==> src/rtl/spi_stream_arbiter_if.sv <==
// spi_stream_arbiter_if: stream bundle between NUM_REQ requesters, the arbiter and one SPI controller
// slave modport  : arbiter view (requester tx/rx streams, controller stream port, eot, status)
// master modport : surrounding requesters and controller view of the same wires
interface spi_stream_arbiter_if #(
    parameter int NUM_REQ = 2,
    parameter int DATA_W  = 32
);
    logic [NUM_REQ*DATA_W-1:0] req_tx_data_i;
    logic [NUM_REQ-1:0]        req_tx_vld_i;
    logic [NUM_REQ-1:0]        req_tx_rdy_o;
    logic [DATA_W-1:0]         req_rx_data_o;
    logic [NUM_REQ-1:0]        req_rx_vld_o;
    logic [NUM_REQ-1:0]        req_rx_rdy_i;
    logic [DATA_W-1:0]         m_tx_data_o;
    logic                      m_tx_vld_o;
    logic                      m_tx_rdy_i;
    logic [DATA_W-1:0]         m_rx_data_i;
    logic                      m_rx_vld_i;
    logic                      m_rx_rdy_o;
    logic                      eot_i;
    logic [NUM_REQ-1:0]        grant_o;
    logic                      busy_o;
    logic                      err_o;
    modport slave (
        input  req_tx_data_i, req_tx_vld_i, req_rx_rdy_i, m_tx_rdy_i, m_rx_data_i, m_rx_vld_i, eot_i,
        output req_tx_rdy_o, req_rx_data_o, req_rx_vld_o, m_tx_data_o, m_tx_vld_o, m_rx_rdy_o,
               grant_o, busy_o, err_o
    );
    modport master (
        output req_tx_data_i, req_tx_vld_i, req_rx_rdy_i, m_tx_rdy_i, m_rx_data_i, m_rx_vld_i, eot_i,
        input  req_tx_rdy_o, req_rx_data_o, req_rx_vld_o, m_tx_data_o, m_tx_vld_o, m_rx_rdy_o,
               grant_o, busy_o, err_o
    );
endinterface

==> src/rtl/spi_stream_arbiter.sv <==
// spi_stream_arbiter: round-robin share of one SPI controller stream port, grant held per transaction
// clk_i   : clock
// rst_n_i : asynchronous active-low reset
// bus     : requester tx/rx streams, controller tx/rx streams, eot, grant/busy/err status
module spi_stream_arbiter #(
    parameter int NUM_REQ  = 2,
    parameter int DATA_W   = 32,
    parameter int MAX_PEND = 4
) (
    input logic                 clk_i,
    input logic                 rst_n_i,
    spi_stream_arbiter_if.slave bus
);
    localparam int IW = $clog2(NUM_REQ);
    localparam int PW = $clog2(MAX_PEND + 1);
    typedef enum logic [1:0] {IDLE, ACTIVE, DRAIN} state_e;
    state_e             state_q, state_d;
    logic [NUM_REQ-1:0] grant_q, grant_d;
    logic [IW-1:0]      gidx_q, gidx_d, last_q, last_d, pick, cand;
    logic [PW-1:0]      pend_q, pend_d;
    logic               busy_q, busy_d, err_q, err_d;
    logic               found, routed, room, tx_hs, rx_hs;
    // first valid requester strictly after the previous owner, wrapping around
    always_comb begin
        found = 1'b0;
        pick  = '0;
        cand  = '0;
        for (int i = 1; i <= NUM_REQ; i++) begin
            cand = IW'((int'(last_q) + i) % NUM_REQ);
            if (!found && bus.req_tx_vld_i[cand]) begin
                found = 1'b1;
                pick  = cand;
            end
        end
    end
    // tx is only open in ACTIVE and below the pending limit; rx keeps flowing through DRAIN
    always_comb begin
        routed            = state_q != IDLE;
        room              = pend_q < PW'(MAX_PEND);
        bus.m_tx_vld_o    = state_q == ACTIVE && bus.req_tx_vld_i[gidx_q] && room;
        bus.req_tx_rdy_o  = (state_q == ACTIVE && bus.m_tx_rdy_i && room) ? NUM_REQ'(1) << gidx_q : '0;
        bus.req_rx_vld_o  = (routed && bus.m_rx_vld_i) ? NUM_REQ'(1) << gidx_q : '0;
        bus.m_rx_rdy_o    = routed && bus.req_rx_rdy_i[gidx_q];
        bus.m_tx_data_o   = routed ? bus.req_tx_data_i[gidx_q*DATA_W +: DATA_W] : '0;
        bus.req_rx_data_o = bus.m_rx_data_i;
        tx_hs             = bus.m_tx_vld_o && bus.m_tx_rdy_i;
        rx_hs             = bus.m_rx_vld_i && bus.m_rx_rdy_o;
    end
    // an rx word with nothing owed is flagged and never underflows the counter
    always_comb begin
        state_d = state_q;
        grant_d = grant_q;
        gidx_d  = gidx_q;
        last_d  = last_q;
        pend_d  = pend_q + PW'(tx_hs) - PW'(rx_hs && pend_q != '0);
        err_d   = err_q | (rx_hs && pend_q == '0);
        if (state_q == IDLE && found) begin
            state_d = ACTIVE;
            grant_d = NUM_REQ'(1) << pick;
            gidx_d  = pick;
        end else if ((state_q == ACTIVE && bus.eot_i) || (state_q == DRAIN && pend_d == '0)) begin
            state_d = pend_d == '0 ? IDLE : DRAIN;
            grant_d = pend_d == '0 ? '0 : grant_q;
            last_d  = gidx_q;
        end
        busy_d = state_d != IDLE;
    end
    always_ff @(posedge clk_i or negedge rst_n_i) begin
        if (!rst_n_i) begin
            state_q <= IDLE;
            grant_q <= '0;
            gidx_q  <= '0;
            last_q  <= IW'(NUM_REQ - 1);
            pend_q  <= '0;
            busy_q  <= 1'b0;
            err_q   <= 1'b0;
        end else begin
            state_q <= state_d;
            grant_q <= grant_d;
            gidx_q  <= gidx_d;
            last_q  <= last_d;
            pend_q  <= pend_d;
            busy_q  <= busy_d;
            err_q   <= err_d;
        end
    end
    assign bus.grant_o = grant_q;
    assign bus.busy_o  = busy_q;
    assign bus.err_o   = err_q;
endmodule

==> src/flat_wrapper.sv <==
// flat-port wrapper written by rule: the top's interface ports become plain ports
module spi_stream_arbiter_flat 
#(
    parameter int NUM_REQ  = 2,
    parameter int DATA_W   = 32,
    parameter int MAX_PEND = 4
)
  (clk_i, rst_n_i, bus_req_tx_data_i, bus_req_tx_vld_i, bus_req_rx_rdy_i, bus_m_tx_rdy_i, bus_m_rx_data_i, bus_m_rx_vld_i, bus_eot_i, bus_req_tx_rdy_o, bus_req_rx_data_o, bus_req_rx_vld_o, bus_m_tx_data_o, bus_m_tx_vld_o, bus_m_rx_rdy_o, bus_grant_o, bus_busy_o, bus_err_o);
  spi_stream_arbiter_if #(.NUM_REQ(NUM_REQ), .DATA_W(DATA_W)) bus_i ();
  input logic clk_i;
  input logic rst_n_i;
  input wire logic [$bits(bus_i.req_tx_data_i)-1:0] bus_req_tx_data_i;
  input wire logic [$bits(bus_i.req_tx_vld_i)-1:0] bus_req_tx_vld_i;
  input wire logic [$bits(bus_i.req_rx_rdy_i)-1:0] bus_req_rx_rdy_i;
  input wire logic [$bits(bus_i.m_tx_rdy_i)-1:0] bus_m_tx_rdy_i;
  input wire logic [$bits(bus_i.m_rx_data_i)-1:0] bus_m_rx_data_i;
  input wire logic [$bits(bus_i.m_rx_vld_i)-1:0] bus_m_rx_vld_i;
  input wire logic [$bits(bus_i.eot_i)-1:0] bus_eot_i;
  output wire logic [$bits(bus_i.req_tx_rdy_o)-1:0] bus_req_tx_rdy_o;
  output wire logic [$bits(bus_i.req_rx_data_o)-1:0] bus_req_rx_data_o;
  output wire logic [$bits(bus_i.req_rx_vld_o)-1:0] bus_req_rx_vld_o;
  output wire logic [$bits(bus_i.m_tx_data_o)-1:0] bus_m_tx_data_o;
  output wire logic [$bits(bus_i.m_tx_vld_o)-1:0] bus_m_tx_vld_o;
  output wire logic [$bits(bus_i.m_rx_rdy_o)-1:0] bus_m_rx_rdy_o;
  output wire logic [$bits(bus_i.grant_o)-1:0] bus_grant_o;
  output wire logic [$bits(bus_i.busy_o)-1:0] bus_busy_o;
  output wire logic [$bits(bus_i.err_o)-1:0] bus_err_o;
  assign bus_i.req_tx_data_i = bus_req_tx_data_i;
  assign bus_i.req_tx_vld_i = bus_req_tx_vld_i;
  assign bus_i.req_rx_rdy_i = bus_req_rx_rdy_i;
  assign bus_i.m_tx_rdy_i = bus_m_tx_rdy_i;
  assign bus_i.m_rx_data_i = bus_m_rx_data_i;
  assign bus_i.m_rx_vld_i = bus_m_rx_vld_i;
  assign bus_i.eot_i = bus_eot_i;
  assign bus_req_tx_rdy_o = bus_i.req_tx_rdy_o;
  assign bus_req_rx_data_o = bus_i.req_rx_data_o;
  assign bus_req_rx_vld_o = bus_i.req_rx_vld_o;
  assign bus_m_tx_data_o = bus_i.m_tx_data_o;
  assign bus_m_tx_vld_o = bus_i.m_tx_vld_o;
  assign bus_m_rx_rdy_o = bus_i.m_rx_rdy_o;
  assign bus_grant_o = bus_i.grant_o;
  assign bus_busy_o = bus_i.busy_o;
  assign bus_err_o = bus_i.err_o;
  spi_stream_arbiter #(.NUM_REQ(NUM_REQ), .DATA_W(DATA_W), .MAX_PEND(MAX_PEND)) u_core (.clk_i(clk_i), .rst_n_i(rst_n_i), .bus(bus_i));
endmodule
==> config.mk <==
export PLATFORM = sky130hd
export DESIGN_NAME = spi_stream_arbiter_flat
export DESIGN_NICKNAME = d
export VERILOG_FILES = /design/src/rtl/spi_stream_arbiter_if.sv /design/src/rtl/spi_stream_arbiter.sv /design/src/flat_wrapper.sv
export SDC_FILE = /design/constraint.sdc
export NUM_CORES = 1
export LEC_CHECK = 0
export CAP_MARGIN = 20
export CORE_AREA = 3 3 69 71
export CTS_BUF_LIST = sky130_fd_sc_hd__clkbuf_16
export CTS_CLUSTER_DIAMETER = 120
export DETAILED_ROUTE_END_ITERATION = 12
export DIE_AREA = 0 0 72 74
export DONT_BUFFER_PORTS = 1
export SETUP_SLACK_MARGIN = 0.2
export SLEW_MARGIN = 20
export SYNTH_ARGS = -nofsm -noshare
export SYNTH_HDL_FRONTEND = slang
export SYNTH_SLANG_ARGS = --single-unit
==> constraint.sdc <==
create_clock -name clk_i -period 3.6 [get_ports clk_i]
set_clock_uncertainty 0.1 [all_clocks]
set_input_delay 0.54 -clock clk_i [delete_from_list [all_inputs] [get_ports clk_i]]
set_output_delay 0.54 -clock clk_i [all_outputs]
set_load 0.03 [all_outputs]
* Word level (Yosys, flattened, before mapping) *
Index checks and enable logic that the tools add are counted.

storage, ports and cells
  input bits = 105
  logic and storage cells = 69
  output and inout bits = 74
  register bits = 11

cells by class
  multiplexer cells = 21
  reductions and logical operators = 26
  bitwise operators = 2
  eq/ne operators = 2
  order comparisons = 4
  shifts and indexed selects = 3
  add/sub/neg operators = 4

operators by type and width
  operator               count
  $shiftx A64 B7 Y32     1
  $mux W32               1
  $mux W2                8
  $logic_and A1 B1 Y1    14
  $mux W1                12
  $reduce_bool A2 Y1     4
  $logic_not A3 Y1       2
  $lt A1 B2 Y1 const B   3
  $reduce_and A2 Y1      2
  $shl A1 B1 Y2 const A  2
  $add A3 B1 Y3          1
  $lt A3 B3 Y1 const B   1
  $reduce_bool A3 Y1     1
  $sub A3 B1 Y3          1
  $add A1 B1 Y1 const B  2
  $eq A2 B1 Y1 const B   1
  $eq A2 B2 Y1 const B   1
  $logic_not A2 Y1       1
  $logic_not A1 Y1       1
  $logic_or A1 B1 Y1     1
  $not A1 Y1             1
  $or A1 B1 Y1           1

* Logic depth before layout (Yosys ltp) *
  depth after elaboration = 13
  mapped depth = 11
  mapped depth without buffers = 10

* Least setup slack after synthesis *
OpenSTA, ideal clock, no wires.

  path type = register to register
  start point = register u_core.state_q[0]
  end point = register u_core.last_q
  library setup time = 0.094 ns
  arrival time = 2.509 ns
  stages on the path, launching flop included = 12
  path slack = 0.897 ns
  data required time = 3.406 ns
  buffers on the path = 1
  cell sequence = dfrtp_1 -> buf_2 -> o21ai_0 -> nor3_1 -> ha_1 -> inv_1 -> ha_1 -> fa_1 -> xor3_2 -> nor3b_4 -> nand2_1 -> o311ai_2

on the way
  cells in the longest elaborated chain, start to end = 10
  elaborated cells on any way between the ends = 19
  those cells by class = add/sub: 2; eq/ne: 2; bitwise: 1; reduce/logical: 14

ends and longest elaborated chain
  what                                  RTL line                                            source
  from (decl)                           spi_stream_arbiter.sv:17                            state_e state_q, state_d;
  from (signal assigned)                spi_stream_arbiter.sv:78                            state_q <= state_d;
  $eq A2 B1 Y1                          spi_stream_arbiter.sv:40, spi_stream_arbiter.sv:61
  $logic_and A1 B1 Y1 (2 in a row)      spi_stream_arbiter.sv:40                            bus.m_tx_vld_o = state_q == ACTIVE && bus.req_tx_vld_i[gidx_q] && room;
  $logic_and A1 B1 Y1                   spi_stream_arbiter.sv:46                            tx_hs = bus.m_tx_vld_o && bus.m_tx_rdy_i;
  $add A3 B1 Y3                         spi_stream_arbiter.sv:55                            pend_d = pend_q + PW'(tx_hs) - PW'(rx_hs && pend_q != '0);
  $sub A3 B1 Y3                         spi_stream_arbiter.sv:55
  $logic_not A3 Y1                      spi_stream_arbiter.sv:61                            end else if ((state_q == ACTIVE && bus.eot_i) || (state_q == DRAIN && pend_d == '0)) begin
  $logic_and A1 B1 Y1                   spi_stream_arbiter.sv:61
  $logic_or A1 B1 Y1                    spi_stream_arbiter.sv:61
  $reduce_and A2 Y1 (no source line) *  n/a
  to (signal assigned)                  spi_stream_arbiter.sv:73                            last_q <= IW'(NUM_REQ - 1);
  to (signal assigned)                  spi_stream_arbiter.sv:81                            last_q <= last_d;
  to (decl)                             spi_stream_arbiter.sv:19                            logic [IW-1:0] gidx_q, gidx_d, last_q, last_d, pick, cand;

Every way passes the cells marked *; elsewhere a longest branch is shown, timed or not.
A chain may end at the register's enable or synchronous reset.

* Worst setup path in the final report *
  start point = register u_core.state_q[1]
  end point = register u_core.grant_q[1] (netlist: u_core.bus.grant_o[1])

on the way
  cells in the longest elaborated chain, start to end = 11
  elaborated cells on any way between the ends = 21
  those cells by class = add/sub: 2; eq/ne: 2; mux: 1; reduce/logical: 16

ends and longest elaborated chain
  what                                  RTL line                                            source
  $eq A2 B1 Y1                          spi_stream_arbiter.sv:40
  $logic_and A1 B1 Y1 (2 in a row)      spi_stream_arbiter.sv:40
  $logic_and A1 B1 Y1                   spi_stream_arbiter.sv:46
  $add A3 B1 Y3                         spi_stream_arbiter.sv:55
  $sub A3 B1 Y3 *                       spi_stream_arbiter.sv:55
  named net u_core.pend_d[1]            spi_stream_arbiter.sv:20                            logic [PW-1:0] pend_q, pend_d;
  $logic_not A3 Y1 *                    spi_stream_arbiter.sv:61, spi_stream_arbiter.sv:63
  $logic_and A1 B1 Y1                   spi_stream_arbiter.sv:61
  $logic_or A1 B1 Y1                    spi_stream_arbiter.sv:61
  $reduce_bool A2 Y1 (no source line)   n/a
  $reduce_and A2 Y1 (no source line) *  n/a
  to (signal assigned)                  spi_stream_arbiter.sv:79                            grant_q <= grant_d;
  to (decl)                             spi_stream_arbiter.sv:18                            logic [NUM_REQ-1:0] grant_q, grant_d;

The timed path passes the listed nets; every way through them passes the cells marked *.

==> flow_summary.ini <==
[sta]
final.setup.tns_ns = 0
hold_viol = 0
report.final.slew_viol_count = 0
max_freq_mhz = 339.7
rsz0062_at_grt = false
fin_crit_ns = 2.944
setup_viol = 0
final.period_utilization_pct = 81.77
relSlewSlack_pct = 59.53
tightest_slew_ns = 0.6048

[power_and_ir_drop]
p_comb_share_pct = 64.5
sw_frac_of_total_pct = 55.39
p_leak_uw = 0.0006094
seq_power_share_pct = 20.7
pwr_density_cell_mw_per_mm2 = 1079
switching_power_uw = 768.6
p_int_uw = 619.0
clkPwrFrac_pct = 14.8
ir_worst_vdd_uv = 402.5

[setup_path]
critPathKind = reg -> reg
cp.depth = 10
regToRegEndpoint = u_core.bus.grant_o[1]
critPathLaunchType = flop
endpoint = u_core.bus.grant_o[1]
cp_data_required_time_ns = 3.62
crit_path_top_delay_cell = fa_1
crit_path_cell_trace = o21ai_0 > nor3_1 > ha_1 > inv_1 > ha_1 > fa_1 > nor3b_1 > a2bb2oi_1 > o2bb2ai_1 > o21ai_1
worstPathArrival_ns = 2.97
crit_top_cell = ha_1
endpoint_kind = flop
cp_max_fo = 13
r2r_start = u_core.state_q[1]
max_stage_delay_ns = 0.51
crit_start = u_core.state_q[1]
rr_worst_depth = 10
crit_family = adder cells
rrSetupSlack_ns = 0.66
crit_buf_inv = 1

[global_routing]
antenna_found_initial = 0
overflow = 0
grt_max_degree = 40
grt_pass1_vias = 863
grt_pass1_wl_mm = 4.540
grt_usage_pct = 11.27

[clocking]
clkLatencyLatePin_ns = 0.24
cts-root-buf = clkbuf_16
cts_tree = built
cts_setup_buffers = 0
cts_buffers = 3
h-tree-depth = 1
clock-sinks = 11
clk_pin_slew_ns = 0.04
clockBufferDepth = 2

[yosys]
synth-seq-cells = 11
ys_seq_area_share_pct = 19.86
avgSynthCellArea_sq_um = 7.780
synth_warnings = 0
netlist_instances = 179
async_reset_ff_share_pct = 100.0
syn-cell-area_sq_mm = 0.001393
synth_edf_count = 0
ys.flop_type = dfrtp_1
syn_nets = 287
synth_cell_types = 29

[flow_run]
maxCapViolCount = 0

[floorplanning]
core_sq_mm = 0.004294
start_util_pct = 32.43
die_y_um = 74
rows = 24
ios = 179
chipWidth_um = 72
die_area_sq_mm = 0.005328

[final_layout]
drive_gt1_share_pct = 8.276
final_cell_area_sq_mm = 0.001286
fin_cells = 197
syn_to_final_growth_pct = -7.637
antenna_cells = 0
nNetsFinal = 254

[routing]
wl_per_cell_um = 17.59
ant_nets = 0
vias = 1024
via_per_inst = 5.198
drc = 0
dr.pass1.iters = 4
drt_iter0_markers = 26
totalWireLength_mm = 3.466

[place]
dp.cells = 192
place.gp.congestion = 0.7601
placed_area_sq_mm = 0.001197
numPortBuffers = 0
dpl.hpwl_mm = 2.731

[hold_path]
hold_class = in -> async

[outcome]
status = completed
## synthesized netlist by cell type, types with 2 or more instances
master,count,area (sq um)
o21ai_0,2,10.01
nand3_1,3,15.01
o21ai_1,2,10.01
dfrtp_1,10,250.2
clkbuf_1,5,18.77
ha_1,2,25.02
buf_4,33,247.7
mux2i_1,34,340.3
a21o_1,2,15.01
nor2_1,41,153.9
nand2_1,6,22.52
nor3_1,4,20.02
nand2b_1,2,12.51
inv_1,11,41.29
buf_2,4,20.02
a21oi_1,5,25.02
## kinds of logic (layout without fill, tap and decap cells)
logic type	Yosys count	count (layout)	synth area share, %
AO/OA/AOI/OAI	16	16	7.727
XOR/XNOR	1	1	1.797
adder cells (fa/ha/maj)	3	3	3.234
buffers and inverters	53	19	23.54
flip-flops	11	11	19.86
multiplexers	34	34	24.44
AND/OR/NAND/NOR	61	61	19.41
## layout make-up
class,count,area (sq um)
sequential,11,277.8
inverter,11,41.29
multi-input combinational,115,790.8
fill,451,3008
tap,52,65.06
clock inverter,1,3.754
timing repair buffer,4,32.53
clock buffer,3,75.07
## worst reg2reg max path, delay by kind of cell, from the launching register on
family,cells,cell delay (ns)
compound gates,4,0.83
fa+ha+maj,3,0.99
buf+inv,1,0.04
flops,1,0.50
simple gates,2,0.36
## worst min-delay path by stage
stage / cells past startpoint / end / startpoint
2_1_floorplan: 0 / u_core.bus.busy_o / rst_n_i
3_3_place_gp: 0 / u_core.state_q[0] / rst_n_i
3_5_place_dp: 0 / u_core.bus.busy_o / rst_n_i
4_1_cts: 0 / u_core.last_q / rst_n_i
5_1_grt: 0 / u_core.last_q / rst_n_i
6_report: 0 / u_core.last_q / rst_n_i
## what timing repair did
item | 4_1_cts | 5_1_grt
gates resized for setup | 0 | 0
hold buffers | 1 | 0
hold endpoints to repair | 10 | 0
## registers in the layout, summed over array words and instances, names as in the netlist
register            cells
u_core.pend_q           3
u_core.bus.grant_o      2
u_core.state_q          2
u_core.bus.busy_o       1
u_core.bus.err_o        1
u_core.gidx_q           1
u_core.last_q           1
## power by group through the flow
stage | sequential (uW) | clock, uW | combinational [uW]
after floorplan | 253 | 0 | 914
after global placement | 291 | 0 | 891
final | 287 | 205 | 895
after detailed placement | 290 | 0 | 899
after global routing | 301 | 216 | 975
after CTS | 289 | 211 | 904
## cells in the final DEF (no fill, tap or decap), drive strengths merged
cell type    netlist  final
o2bb2ai            1      1
dfrtp             10     10
nand3              3      3
nor3b              2      2
nor3               4      4
dfstp              1      1
buf               37      3
nand2b             2      2
inv               11     12
a31oi              1      1
a21o               2      2
nand3b             1      1
nor4               1      1
o311ai             1      1
nand2              6      6
dlygate4sd3        0      1
clkbuf             5      3
a2bb2oi            1      1
nor2b              1      1
a21oi              5      5
fa                 1      1
mux2i             34     34
xor3               1      1
ha                 2      2
o21ai              4      4
o31ai              1      1
nor2              41     41
## stage by stage
step	total power [uW]	utilization (%)	setup WS, ns	hold WS [ns]
2_1_floorplan	1167	-	0.8969	0.1444
3_3_place_gp	1182	27.88	0.7448	0.1447
3_5_place_dp	1189	27.88	0.6308	0.1447
4_1_cts	1404	29.95	0.6143	0.03662
5_1_grt	1492	29.95	0.4159	0.03368
6_report	1388	29.95	0.6562	0.04130
## layer usage
layer	GRT usage [%]	wire (um)	share of wire [%]	vias to the layer above
li1	-	-	-	489
met1	14.30	1389	40	463
met2	16.12	1567	45	68
met3	6.622	484	14	4
met4	3.340	24	0.69	0
met5	0	0	0	-
Note: power is estimated with default switching activity, not from simulation.
